**src/rtl/mem_readback_pkg.sv**
```systemverilog
// Shared types and sizes for the memory readback / programmer slice.
package mem_readback_pkg;

    typedef enum logic [2:0] {
        IDLE    = 3'd0,
        REQ     = 3'd1,
        WAIT    = 3'd2,
        SHOW_HI = 3'd3,
        SHOW_LO = 3'd4
    } state_t;

    localparam int ADDR_W      = 8;
    localparam int DATA_W      = 16;
    localparam int MAX_LATENCY = 4;
    // Latency counter runs READ_LATENCY-1 down to 0.
    localparam int LAT_W       = $clog2(MAX_LATENCY);

    function automatic logic [7:0] byte_sel(input logic [DATA_W-1:0] w, input logic hi);
        return hi ? w[15:8] : w[7:0];
    endfunction

endpackage

```
**src/rtl/mem_readback_edge_rise.sv**
```systemverilog
// Registered rising-edge detector; the reset level of the delayed copy is configurable.
module edge_rise #(
    parameter logic RST_VAL = 1'b1
) (
    input  logic clk,
    input  logic rst,
    input  logic d,
    output logic pos
);

    logic d_q;

    always_ff @(posedge clk) begin
        if (rst) d_q <= RST_VAL;
        else     d_q <= d;
    end

    assign pos = d & ~d_q;

endmodule

```
**src/rtl/mem_readback.sv**
```systemverilog
// Switch-driven memory readback: reads one word, shows high then low byte,
// then auto-advances to the next address.
module mem_readback
    import mem_readback_pkg::*;
#(
    parameter int READ_LATENCY = 1
) (
    input  logic              clk,
    input  logic              rst,
    input  logic [ADDR_W-1:0] switch,
    input  logic              enter,
    input  logic              newAddr,
    output logic [ADDR_W-1:0] addrRd,
    output logic              rdEn,
    input  logic [DATA_W-1:0] dataRd,
    output logic [7:0]        dispData,
    output logic              dispHigh,
    output logic              busy
);

    state_t             state, state_n;
    logic [ADDR_W-1:0]  addr_n;
    logic               rd_en_n;
    logic [DATA_W-1:0]  word, word_n;
    logic [7:0]         disp_n;
    logic               disp_hi_n;
    logic [LAT_W-1:0]   cnt, cnt_n;
    logic               enter_pos;

    // Delayed copy resets high so a button held through reset does not fire.
    edge_rise #(.RST_VAL(1'b1)) u_enter_edge (
        .clk (clk),
        .rst (rst),
        .d   (enter),
        .pos (enter_pos)
    );

    assign busy = (state == REQ) || (state == WAIT);

    always_ff @(posedge clk) begin
        if (rst) begin
            state    <= IDLE;
            addrRd   <= '0;
            rdEn     <= 1'b0;
            word     <= '0;
            dispData <= '0;
            dispHigh <= 1'b0;
            cnt      <= '0;
        end else begin
            state    <= state_n;
            addrRd   <= addr_n;
            rdEn     <= rd_en_n;
            word     <= word_n;
            dispData <= disp_n;
            dispHigh <= disp_hi_n;
            cnt      <= cnt_n;
        end
    end

    always_comb begin
        state_n   = state;
        addr_n    = addrRd;
        word_n    = word;
        disp_n    = dispData;
        disp_hi_n = dispHigh;
        cnt_n     = cnt;
        unique case (state)
            IDLE: begin
                if (enter_pos) begin
                    addr_n  = switch;
                    state_n = REQ;
                end
            end
            REQ: begin
                cnt_n   = LAT_W'(READ_LATENCY - 1);
                state_n = WAIT;
            end
            WAIT: begin
                if (cnt == '0) begin
                    word_n    = dataRd;
                    disp_n    = byte_sel(dataRd, 1'b1);
                    disp_hi_n = 1'b1;
                    state_n   = SHOW_HI;
                end else begin
                    cnt_n = cnt - 1'b1;
                end
            end
            SHOW_HI: begin
                if (enter_pos) begin
                    if (newAddr) begin
                        addr_n  = switch;
                        state_n = REQ;
                    end else begin
                        disp_n    = byte_sel(word, 1'b0);
                        disp_hi_n = 1'b0;
                        state_n   = SHOW_LO;
                    end
                end
            end
            SHOW_LO: begin
                if (enter_pos) begin
                    addr_n  = newAddr ? switch : addrRd + 1'b1;
                    state_n = REQ;
                end
            end
            default: state_n = IDLE;
        endcase
        // Strobe is registered: it is high exactly in the cycle spent in REQ.
        rd_en_n = (state_n == REQ);
    end

endmodule

```
**config.mk**
```make
export PLATFORM = sky130hd
export DESIGN_NAME = mem_readback
export DESIGN_NICKNAME = d
export VERILOG_FILES = /design/src/rtl/mem_readback_pkg.sv /design/src/rtl/mem_readback_edge_rise.sv /design/src/rtl/mem_readback.sv
export SDC_FILE = /design/constraint.sdc
export NUM_CORES = 1
export LEC_CHECK = 0
export ABC_AREA = 1
export BUFFER_PORTS_ARGS = -buffer_cell sky130_fd_sc_hd__buf_2
export CORE_MARGIN = 2
export CORE_UTILIZATION = 30
export CTS_CLUSTER_DIAMETER = 30
export DETAILED_ROUTE_END_ITERATION = 8
export PLACE_DENSITY_LB_ADDON = 0.25
export SLEW_MARGIN = 5
export SYNTH_ARGS = -nofsm -noshare
export SYNTH_HDL_FRONTEND = slang
export SYNTH_SLANG_ARGS = --single-unit
```
**constraint.sdc**
```tcl
create_clock -name clk -period 1.4 [get_ports clk]
set_clock_uncertainty 0.2 [all_clocks]
set_input_delay 0.14 -clock clk [delete_from_list [all_inputs] [get_ports clk]]
set_output_delay 0.14 -clock clk [all_outputs]
set_load 0.005 [all_outputs]
```
==> summary.md <==
| Metric | Value |
|---|---|
| Peak Freq | 0.668 GHz |
| Final hold violations | 2 |
| DRC viols | 0 |
| Global-route wire length before repair | 7040 um |
| Yosys Warn Count | 0 |
| P_leak | 1.18 nW |
| Max Cap Viol | 0 |
| Clk pwr share | 37.3% |
| Post-synthesis sequential area ratio | 39.5% |
| Mapped cell area | 1620 um2 |
| Placeable Area | 5170 um2 |
| Setup CP Type | flip-flop to primary output |
| Failing checks | negative hold slack, negative setup slack |
| Gp weighted congestion | 0.784 |
| Die X | 77.5 um |
| Mapped Cells | 243 |
| Starting Density | 31.3% |
| Crit. End Element | primary output |
| Layout area overhead | 62.2% |
| Core Util, Final | 50.8% |
| Flops & latches, synth | 32 |
| Total track usage | 14.4% |
| CTS tree | built |
| Wirelength, routed | 4400 um |
| Post-Place Setup Slack | -0.152 ns |
| Fin crit share | 107% |
| Internal | 1.73 mW |
| Total chip power | 2.37 mW |
| Mapped Nets | 273 |
| Later-pin clock latency in the skew report | 0.28 ns |
| Reg clk slew, reported paths | 0.07 ns |
| I/O Buffers | 46 |
| VDD IR-drop max | 0.570 mV |
| Startpoint Class | flip-flop |
| Final setup fails | 13 |
| WL per Instance | 11.0 um |
| Switching power | 633 uW |
| Worst Max-Slew Pin Slew | 0.466 ns |
| Critical path required time | 1.06 ns |
| DRT iter0 DRCs | 58 |
| Via Count | 1802 |
| RSZ-0062 raised after global routing | true |
| Post-DP HPWL | 2900 um |
| Max-slew violations | 0 |
| Seq pwr share | 42.7% |
| Total die area | 6010 um2 |
| Vias in the first global route | 1684 |
| # diodes | 0 |
| Via density | 4.48 |
| Min Tclk post-route | 1.50 ns |
| Sw frac | 26.7% |
| Worst Setup Slack, final | -0.0975 ns |
| Hold Path Class | primary input to flip-flop |
| Status | finished, violations left |
| Pin count of the biggest net entering global routing | 20 |
| Comb power frac | 20.0% |
| Clock sink count | 32 |
| Die height | 77.5 um |
| PwrDens | 900 nW/um2 |
| Worst Path Max Fanout | 6 |
| Remaining Overflow, GRT | 0 |
| Nets@finish | 361 |
| Initial antenna violation count | 0 |
| Slew margin rel. | 68.9% |
| H-tree Lvls | 2 |
| Cts bufs inserted | 5 |
| Clk buf depth | 2 |
| I/O pins | 47 |
| Worst EP arrival | 1.16 ns |
| DR pass1 iterations | 4 |
| Hold Slack | -0.0111 ns |
| Distinct cells, synth | 23 |
| Row cnt | 26 |
| CTS Root Buffer Type | clkbuf_8 |
| Layout cell share with drive strength beyond 1 | 44.6% |
| Post-route ant nets | 0 |
| Syn Area/Cell | 6.67 um2 |
critical path: stages (launching register included):
cell and delay, ns:
dfxtp_4 0.37, buf_6 0.12, nor3_4 0.17, inv_2 0.07, nand2_4 0.06, buf_6 0.09
metrics by stage:
step	std cells	instance area (um2)	setup TNS, ns
finish	402	2630	-0.353
global route	402	2630	-2.37
CTS	398	2430	-0.742
detailed placement	373	2050	-2.38
global placement	373	2050	-1.73
floorplan	243	1620	0
logic make-up after synthesis:
family                   Yosys count  synth area share (%)
XOR/XNOR                           1                 0.540
adder cells (fa/ha/maj)            2                  1.54
AND/OR/NAND/NOR                  131                  35.1
AO/OA/AOI/OAI                     40                  12.7
buffers and inverters             37                  10.6
flip-flops                        32                  39.5
per-layer routing:
layer | GRT usage, % | vias to the layer above | routed length [um] | part of all wire (%)
met1 | 16.9 | 809 | 1960 | 44
li1 | - | 941 | - | -
met4 | 4.29 | 0 | 48 | 1.1
met3 | 2.79 | 8 | 187 | 4.2
met2 | 26.5 | 44 | 2210 | 50
met5 | 0 | - | 0 | 0
state kept, by name (all words and copies together) (netlist names):
name and flops:
rdEn 1, u_enter_edge.d_q 1, state 3, cnt 2, dispData 8, dispHigh 1
word 8, addrRd 8
final timing paths:
path,start,end,slack (ns),cells after the start
worst min-delay path,dataRd[8],dispData[0],-0.01,5
worst max-delay path,state[1],busy,-0.1,5
worst max register to register,cnt[0],cnt[1],-0.05,6
worst min register to register,cnt[0],cnt[0],0.23,1
Yosys cell counts (all sizes together):
cell,number,share of area (%)
a21oi,13,4.0
buf,5,3.2
clkbuf,2,0.46
dfxtp,32,40
ha,2,1.5
inv,30,6.9
nand2,67,16
nand3,16,6.8
nand4,2,0.77
nor2,43,10
nor3,2,0.62
o21a,1,0.46
o21ai,25,7.7
o31ai,1,0.46
or2,1,0.39
xnor2,1,0.54
power by group through the flow:
stage | sequential [mW] | combinational (mW) | clock, mW
finish | 1.01 | 0.473 | 0.883
global route | 1.02 | 0.523 | 0.940
CTS | 1.00 | 0.406 | 0.902
detailed placement | 1.02 | 0.316 | 0
global placement | 1.02 | 0.314 | 0
floorplan | 1.02 | 0.173 | 0
layout by cell type (no fill, tap or decap), types with 8 or more instances in the layout:
| cell | netlist | routed |
|---|---|---|
| nor2_1 | 40 | 33 |
| buf_2 | 0 | 45 |
| buf_6 | 4 | 12 |
| dfxtp_1 | 32 | 26 |
| o21ai_2 | 0 | 12 |
| inv_2 | 3 | 8 |
| buf_4 | 1 | 18 |
| dlygate4sd3_1 | 0 | 11 |
| nand3_1 | 13 | 9 |
| inv_1 | 27 | 20 |
| nand2_1 | 65 | 59 |
cell type report:
type,instances,area [um2]
clock inverters,2,35.0
well taps,70,87.6
clock buffers,6,72.6
fillers,496,2540
inverters,30,119
repair buffers,87,626
flip-flops and latches,32,656
multi-input cells,175,1030
repair_timing:
item                                    in CTS  in global routing
pin swaps                                    6                 17
hold buffers                                11                  0
gates resized for setup                     55                 45
endpoints found under the hold margin       11                  0
buffers inserted                             5                  3
endpoints found under the setup margin      28                 30
gates cloned                                 1                  1
(Power assumes the default switching activity.)
